--- src/rtl/anim_timer_bank_pkg.sv ---
// Shared defaults, channel-width helper and per-channel action type for the
// animation timer bank.
package anim_timer_bank_pkg;

    localparam int ANIM_TMR_CH      = 4;
    localparam int ANIM_TMR_CNT_W   = 32;
    localparam int ANIM_TMR_PRESC_W = 8;

    // Channel-select width, never narrower than one bit.
    function automatic int ch_w(input int n);
        return (n > 1) ? $clog2(n) : 1;
    endfunction

    typedef enum logic [1:0] {
        ACT_HOLD,
        ACT_STOP,
        ACT_START,
        ACT_TICK
    } ch_action_e;

endpackage

--- src/rtl/anim_timer_ch.sv ---
// One timer channel: reload/mode registers, down-counter, running bit,
// registered expiry pulse and sticky pending flag.
module anim_timer_ch
    import anim_timer_bank_pkg::*;
#(
    parameter int CNT_W = ANIM_TMR_CNT_W
) (
    input  logic             clk,
    input  logic             rst_n,
    input  logic             tick_in,
    input  logic             cfg_wen_in,
    input  logic [CNT_W-1:0] cfg_reload_in,
    input  logic             cfg_auto_in,
    input  logic             start_in,
    input  logic             stop_in,
    input  logic             pend_clr_in,
    output logic             active_out,
    output logic             expire_out,
    output logic             pending_out
);

    logic [CNT_W-1:0] reload_q, reload_d;
    logic             auto_q,   auto_d;
    logic [CNT_W-1:0] cnt_q,    cnt_d;
    logic             run_q,    run_d;
    logic             exp_q,    exp_d;
    logic             pend_q,   pend_d;
    ch_action_e       action;

    always_comb begin
        // NOTE: every always_comb output gets a default first so no path can infer a latch.
        action = ACT_HOLD;
        if (stop_in) begin
            action = ACT_STOP;
        end else if (start_in) begin
            action = ACT_START;
        end else if (tick_in && run_q) begin
            action = ACT_TICK;
        end
    end

    always_comb begin
        reload_d = reload_q;
        auto_d   = auto_q;
        cnt_d    = cnt_q;
        run_d    = run_q;
        exp_d    = 1'b0;
        pend_d   = pend_q & ~pend_clr_in;

        if (cfg_wen_in) begin
            reload_d = cfg_reload_in;
            auto_d   = cfg_auto_in;
        end

        // Start and auto-reload read reload_q, so a same-cycle config write is not yet visible.
        unique case (action)
            ACT_STOP: begin
                cnt_d = '0;
                run_d = 1'b0;
            end
            ACT_START: begin
                cnt_d = reload_q;
                run_d = (reload_q != '0);
            end
            ACT_TICK: begin
                if (cnt_q > CNT_W'(1)) begin
                    cnt_d = cnt_q - CNT_W'(1);
                end else if (cnt_q == CNT_W'(1)) begin
                    exp_d  = 1'b1;
                    pend_d = 1'b1;
                    if (auto_q) begin
                        cnt_d = reload_q;
                        run_d = (reload_q != '0);
                    end else begin
                        cnt_d = '0;
                        run_d = 1'b0;
                    end
                end
            end
            default: ;
        endcase
    end

    // NOTE: the reload registers are ordinary flops here, so they are reset along with the rest.
    always_ff @(posedge clk or negedge rst_n) begin
        if (!rst_n) begin
            reload_q <= '0;
            auto_q   <= 1'b0;
            cnt_q    <= '0;
            run_q    <= 1'b0;
            exp_q    <= 1'b0;
            pend_q   <= 1'b0;
        end else begin
            // NOTE: non-blocking assignments keep every flop sampling pre-edge values.
            reload_q <= reload_d;
            auto_q   <= auto_d;
            cnt_q    <= cnt_d;
            run_q    <= run_d;
            exp_q    <= exp_d;
            pend_q   <= pend_d;
        end
    end

    assign active_out  = |cnt_q;
    assign expire_out  = exp_q;
    assign pending_out = pend_q;

endmodule

--- src/rtl/anim_timer_bank.sv ---
// Multi-channel down-counting timer bank with a shared free-running prescaler
// and an OR-reduced interrupt of the sticky pending flags.
module anim_timer_bank
    import anim_timer_bank_pkg::*;
#(
    parameter  int NUM_CH  = ANIM_TMR_CH,
    parameter  int CNT_W   = ANIM_TMR_CNT_W,
    parameter  int PRESC_W = ANIM_TMR_PRESC_W,
    localparam int CH_W    = ch_w(NUM_CH)
) (
    input  logic               clk,
    input  logic               rst_n,
    input  logic               cfg_wen_in,
    input  logic [CH_W-1:0]    cfg_ch_in,
    input  logic [CNT_W-1:0]   cfg_reload_in,
    input  logic               cfg_auto_in,
    input  logic [NUM_CH-1:0]  start_in,
    input  logic [NUM_CH-1:0]  stop_in,
    input  logic [NUM_CH-1:0]  pend_clr_in,
    input  logic [PRESC_W-1:0] prescale_in,
    output logic [NUM_CH-1:0]  active_out,
    output logic [NUM_CH-1:0]  expire_out,
    output logic [NUM_CH-1:0]  pending_out,
    output logic               irq_out
);

    logic [PRESC_W-1:0] p_q, p_d;
    logic               tick;

    // Compare with >= so lowering prescale_in below p still ticks at once.
    assign tick = (p_q >= prescale_in);

    always_comb begin
        p_d = tick ? '0 : p_q + PRESC_W'(1);
    end

    always_ff @(posedge clk or negedge rst_n) begin
        if (!rst_n) begin
            p_q <= '0;
        end else begin
            p_q <= p_d;
        end
    end

    for (genvar i = 0; i < NUM_CH; i++) begin : g_ch
        localparam logic [CH_W-1:0] CH_IDX = CH_W'(i);

        anim_timer_ch #(
            .CNT_W (CNT_W)
        ) u_ch (
            .clk           (clk),
            .rst_n         (rst_n),
            .tick_in       (tick),
            .cfg_wen_in    (cfg_wen_in && (cfg_ch_in == CH_IDX)),
            .cfg_reload_in (cfg_reload_in),
            .cfg_auto_in   (cfg_auto_in),
            .start_in      (start_in[i]),
            .stop_in       (stop_in[i]),
            .pend_clr_in   (pend_clr_in[i]),
            .active_out    (active_out[i]),
            .expire_out    (expire_out[i]),
            .pending_out   (pending_out[i])
        );
    end

    assign irq_out = |pending_out;

endmodule

--- config.mk ---
export PLATFORM = sky130hd
export DESIGN_NAME = anim_timer_bank
export DESIGN_NICKNAME = d
export VERILOG_FILES = /design/src/rtl/anim_timer_bank_pkg.sv /design/src/rtl/anim_timer_ch.sv /design/src/rtl/anim_timer_bank.sv
export SDC_FILE = /design/constraint.sdc
export NUM_CORES = 1
export LEC_CHECK = 0
export ABC_AREA = 1
export CORE_ASPECT_RATIO = 0.75
export CORE_UTILIZATION = 40
export CTS_CLUSTER_DIAMETER = 40
export DETAILED_ROUTE_END_ITERATION = 12
export PLACE_DENSITY = 0.56
export SYNTH_ARGS = -nofsm -noshare
export SYNTH_HDL_FRONTEND = slang
export SYNTH_HIERARCHICAL = 1
export SYNTH_SLANG_ARGS = --single-unit
--- constraint.sdc ---
create_clock -name clk -period 2.85 [get_ports clk]
set_input_delay 0.285 -clock clk [delete_from_list [all_inputs] [get_ports clk]]
set_output_delay 0.285 -clock clk [all_outputs]
set_load 0.005 [all_outputs]
# Word level (Yosys, flattened, before mapping)
# Index checks and enable logic that the tools add are counted.
# word_totals
ff_bits,280
wordCells,173
input_bits,58
# op_classes
n_bitwise,8
order_cmp,5
addsub,5
n_reduce_logical,30
n_mux,69
eq_ne,31
# ops
op,count
$mux 32,12
$pmux 32 s3,4
$eq 32x1->1 const B,4
$gt 32x1->1 const B,4
$reduce_bool 32->1,4
$reduce_or 32->1,4
$sub 32x1->32 const B,4
$mux 1,36
$mux 2,12
$eq 2x2->1 const B,10
$ne 3x1->1 const B,4
$pmux 1 s3,4
$reduce_and 3->1,4
$reduce_bool 3->1,4
$eq 2x1->1 const B,5
$add 8x1->8 const B,1
$ge 8x8->1,1
$logic_and 1x1->1,8
$mux 8,1
$ne 2x1->1 const B,4
$ne 2x2->1 const B,4
$reduce_and 2->1,4
$and 1x1->1,4
$not 1->1,4
2 further kinds,2

# Logic depth before layout (Yosys ltp)
# logic_depth
depth_word,8
ltp_mapped,20
ltp_nobuf,19

# Modules after synthesis
# The synthesis kept the hierarchy.
# by_module_without_submodules
mod,n_inst,area_per_inst_um2,cells_each,seq_area_each_um2
anim_timer_ch (g_ch[0].u_ch ...),2,4455.5,696,1701.6
anim_timer_ch (g_ch[3].u_ch),1,4685.7,779,1701.6
anim_timer_ch (g_ch[2].u_ch),1,4423.0,643,1701.6
anim_timer_bank,1,616.8,78,200.2

# Worst setup path after synthesis
# No wires, ideal clock.
# synth_timing
path_type,register to register
from,register p_q[5]
to,register g_ch[3].u_ch.cnt_q[0]
path_buffers,1
required_time_ps,2785
arrival_time_ps,2233
path_slack_ps,552
path_stages_with_launch,17
cell_sequence,dfrtp_1 -> ha_1 -> nand2_1 -> nor2_1 -> nand4_1 -> nand3_2 -> nand2_1 -> nor2_1 -> nand2_1 -> nor2_1 -> clkbuf_1 -> nand2_1 -> nand2_1 -> nand2_1 -> nand2_1 -> nand2_1 -> nand2_1
# synth_between
elab_chain_len,8
word_cells_on_any_way,12
cone_classes,order compare (1); eq/ne (4); mux (4); reduce/logical (3)
# synth_rtl
item,line,text
"start, declared",anim_timer_bank.sv:27,"logic [PRESC_W-1:0] p_q, p_d;"
"start signal, assigned",anim_timer_bank.sv:41,p_q <= p_d;
$ge 8x8->1 (*),anim_timer_bank.sv:31,assign tick = (p_q >= prescale_in);
named net tick,anim_timer_bank.sv:28,logic tick;
$logic_and 1x1->1 (*),anim_timer_ch.sv:37,end else if (tick_in && run_q) begin
$mux 2 (*),anim_timer_ch.sv:37,
$mux 2 (*),anim_timer_ch.sv:35,end else if (start_in) begin
$mux 2 (*),anim_timer_ch.sv:33,if (stop_in) begin
$eq 2x2->1 or $eq 2x1->1 (tied branches),anim_timer_ch.sv:56,unique case (action)
$ne 3x1->1 (no line) or $reduce_bool 3->1 (tied branches),n/a,
$reduce_and 2->1 (no line),n/a,
"end signal, assigned",anim_timer_ch.sv:97,cnt_q <= cnt_d;
"end, declared",anim_timer_ch.sv:24,"logic [CNT_W-1:0] cnt_q, cnt_d;"
# Mark *: on every way through the listed nets, which the timed path passes. The rest lies on a longest branch.
# A chain may end at the register's enable or synchronous reset.

# Worst setup path in the final report
# layout_timing
from,register g_ch[0].u_ch.cnt_q[0]
to,output port active_out[0]
# layout_between
elab_chain_len,1
# layout_rtl
item,line,text
"start, declared",anim_timer_ch.sv:24,
"start signal, assigned",anim_timer_ch.sv:97,
$reduce_or 32->1,anim_timer_ch.sv:104,assign active_out = |cnt_q;
"end, declared",anim_timer_bank.sv:21,"output logic [NUM_CH-1:0] active_out,"
# Every way passes these cells.

==> summary.md <==
| Metric | Value |
|---|---|
| Clock Skew | `23.9 ps` |
| Netlist cell types | `37` |
| Area after DPL | `20,100 um2` |
| Initial DRC count | `1,426` |
| Placed Cells | `3,544` |
| Critical path fanouts, max | `3` |
| Largest net degree at the start of global routing | `81` |
| Sequential area share after synthesis | `37.6%` |
| Multi-input logic area | `10,200 um2` |
| Share of layout cells above drive strength 1 | `8.64%` |
| CTS tree | `done` |
| Ant diodes | `0` |
| Period utilization | `96.5%` |
| Vias in the first global route | `17,206` |
| Hold Path Class | `primary input to register` |
| Slowest CP cell | `clkdlybuf4s50_1` |
| Synth warnings | `6` |
| Finish-stage setup viols | `0` |
| Number of flops mapped to enable cells by yosys | `0` |
| Post-Layout Cell Count | `3,638` |
| Global-route wire length before repair | `97,000 um` |
| Leak | `12.1 nW` |
| TritonCTS buffer count | `47` |
| Full die area | `47,500 um2` |
| Initial antenna violation count | `2` |
| Power Density | `695 nW/um2` |
| HPWL Detailed | `43,500 um` |
| Core area | `46,000 um2` |
| CP required | `2570 ps` |
| Worst stage delay on the critical path | `440 ps` |
| FILL cells | `4,768` |
| Syn nets | `2,967` |
| Clock sink total | `280` |
| I/O Pins | `71` |
| Worst Path Arrival | `2470 ps` |
| Type of the worst setup path | `register to output port` |
| Placer Congestion | `0.945` |
| Final ANT Viol Nets | `0` |
| Highest Clock Rate | `363 MHz` |
| Synth Cell Area | `18,600 um2` |
| Slew headroom | `44.3%` |
| Max-cap violations | `0` |
| GR Overflow Total | `0` |
| Final Hold Fails | `0` |
| Initial core utilization | `40.5%` |
| Port-buffer cells | `70` |
| Die X | `251 um` |
| Synth Flop Type | `dfrtp_1` |
| Syn Area/Cell | `6.44 um2` |
| Worst-path clk slew | `50 ps` |
| Final instance area | `21,900 um2` |
| Worst setup SP type | `register` |
| DRC Markers | `0` |
| Clock Latency Late Sink | `610 ps` |
| Share of synthesized registers carrying an async set or reset | `100%` |
| Critical-path cell list | `inv_1 > ha_1 > buf_4 > nand3_2 > nor2_4 > nand3_1 > nor2_2 > inv_2 > clkdlybuf4s50_1` |
| Final Max Slew Viols | `0` |
| Gate Count Post-Synth | `2,892` |
| Worst slew pin tran | `835 ps` |
| Minimum clock period | `2750 ps` |
| Detail-routed via count per cell | `5.01` |
| Wire per inst | `16.9 um` |
| Die height | `189 um` |
| Via count | `18,211` |
| Crit end category | `output port` |
| Row Count | `68` |
| Yosys reg bits | `280` |
| First-pass DRT Iterations | `5` |
| Total track usage | `26.2%` |
| H-tree Lvls | `2` |
| Area Overhead vs Synth | `17.6%` |
| Max clock buf depth | `3` |
| CTS Root Cell | `clkbuf_16` |
| Peak VDD IR | `0.405 mV` |
| Status | `complete, no violations` |
| WL final | `61,300 um` |
| Sequential Area | `7010 um2` |
| Post-layout net count | `3,045` |
==> cells in the mapped netlist, types with 6 or more instances <==
cell	instances	share of area, %
nor2_4	12	0.73
xor2_1	57	2.7
inv_2	9	0.18
buf_4	6	0.24
inv_1	219	4.4
mux2_2	38	2.3
nand4_1	41	1.4
ha_1	17	1.1
nor3_1	16	0.43
o21bai_1	15	0.60
nand3b_1	6	0.24
nor2_1	281	5.7
nand3_2	7	0.38
clkbuf_1	44	0.89
dfrtp_1	280	38
nand3_1	73	2.0
nor4_1	15	0.50
xnor2_1	20	0.94
o21ai_0	113	3.0
a21oi_1	6	0.16
buf_2	20	0.54
nor2_2	25	0.84
buf_6	22	1.3
nand2_1	1521	31
==> final cells by class <==
| class | instances | area share [%] |
|---|---|---|
| tap | 630 | 3.60 |
| clock inverter | 33 | 2.20 |
| inverter | 230 | 3.95 |
| timing repair buffer | 125 | 5.74 |
| multi-input combinational | 2286 | 46.7 |
| clock buffer | 54 | 5.81 |
| sequential | 280 | 32.0 |
==> flip-flops by register name (all words and copies together) (netlist names) <==
register,flops
g_ch.u_ch/cnt_q,128
g_ch.u_ch/reload_q,128
g_ch.u_ch/auto_q,4
p_q,8
g_ch.u_ch/expire_out,4
g_ch.u_ch/run_q,4
g_ch.u_ch/pending_out,4
==> cells in the final DEF (no fill, tap or decap), types with 9 or more instances in the layout <==
master	instances
ha_1	15
inv_6	9
nand3_1	73
o21ai_0	113
nor2_4	12
clkbuf_16	48
xnor2_1	20
buf_12	11
o21bai_1	15
nor4_1	15
inv_1	219
nor3_1	12
nand2_1	1521
clkdlybuf4s50_1	68
nand4_1	41
mux2_2	38
nor2_1	273
bufinv_16	9
xor2_1	57
nor2_2	34
dfrtp_1	279
inv_2	9
buf_4	43
==> path summary, 6_finish.rpt <==
| kind | startpoint | endpoint | slack [ps] | cells after the start |
|---|---|---|---|---|
| worst min-delay path | pend_clr_in[0] | g_ch[0].u_ch/pending_out$_DFF_PN0_ | 240 | 2 |
| worst max-delay path | g_ch[0].u_ch/cnt_q[0]$_DFFE_PN0P_ | active_out[0] | 100 | 9 |
| max in group asynchronous | rst_n | g_ch[1].u_ch/cnt_q[6]$_DFFE_PN0P_ | 1700 | 3 |
| worst max register to register | p_q[6]$_DFF_PN0_ | g_ch[2].u_ch/pending_out$_DFF_PN0_ | 250 | 13 |
| worst min register to register | g_ch[2].u_ch/run_q$_DFFE_PN0P_ | g_ch[2].u_ch/run_q$_DFFE_PN0P_ | 510 | 2 |
| min in group asynchronous | rst_n | g_ch[3].u_ch/expire_out$_DFF_PN0_ | 310 | 2 |
==> through the flow <==
| stage | hold WS, ps | setup WS, ps | util (%) | TNS (ps) | power, mW |
|---|---|---|---|---|---|
| 3_5_place_dp | 345 | -140 | 43.7 | -2340 | 8.76 |
| 4_1_cts | 211 | 6.69 | 47.5 | 0 | 15.3 |
| 5_1_grt | 255 | -2.90 | 47.6 | -2.90 | 16.1 |
| 3_3_place_gp | 341 | -74.9 | 43.7 | -111 | 8.72 |
| 6_report | 236 | 98.5 | 47.6 | 0 | 15.2 |
| 2_1_floorplan | -10.6 | 552 | - | 0 | 7.51 |
==> logic make-up (layout without fill, tap and decap cells) <==
kind of cell,Yosys count,count (layout),synth area share (%)
AO/OA/AOI/OAI,144,144,4.37
XOR/XNOR,77,77,3.62
adder cells (fa/ha/maj),17,17,1.14
buffers and inverters,327,442,7.74
flip-flops,280,280,37.6
multiplexers,38,38,2.30
AND/OR/NAND/NOR,2009,2010,43.2
==> what timing repair did <==
action	4_1_cts	5_1_grt
setup buffers	0	5
gates resized for setup	3	1
gates cloned	0	1
setup endpoints to repair	3	35
hold buffers	1	0
pin swaps	0	6
hold endpoints to repair	71	0
==> worst max-delay path: cells and delay by family (launching register included) <==
kind	cells	cell delay, ps
flip-flops	1	420
buffers and inverters	4	740
AND/OR/NAND/NOR	4	540
adder cells (fa/ha/maj)	1	170
==> metal layers <==
| layer | GRT usage, % | up-vias | wire length (um) |
|---|---|---|---|
| met5 | 1.53 | - | 103 |
| met4 | 8.47 | 2 | 1490 |
| met3 | 5.53 | 86 | 4480 |
| met2 | 38.0 | 554 | 25100 |
| met1 | 38.5 | 8516 | 30200 |
| li1 | - | 9053 | - |
==> report_power, final <==
| group | internal (mW) | total, mW | switching [mW] |
|---|---|---|---|
| clock | 4.09 | 6.43 | 2.34 |
| sequential | 4.51 | 5.23 | 0.712 |
| combinational | 1.24 | 3.56 | 2.32 |
| total | 9.85 | 15.2 | 5.38 |
Note: power is estimated with default switching activity, not from simulation.
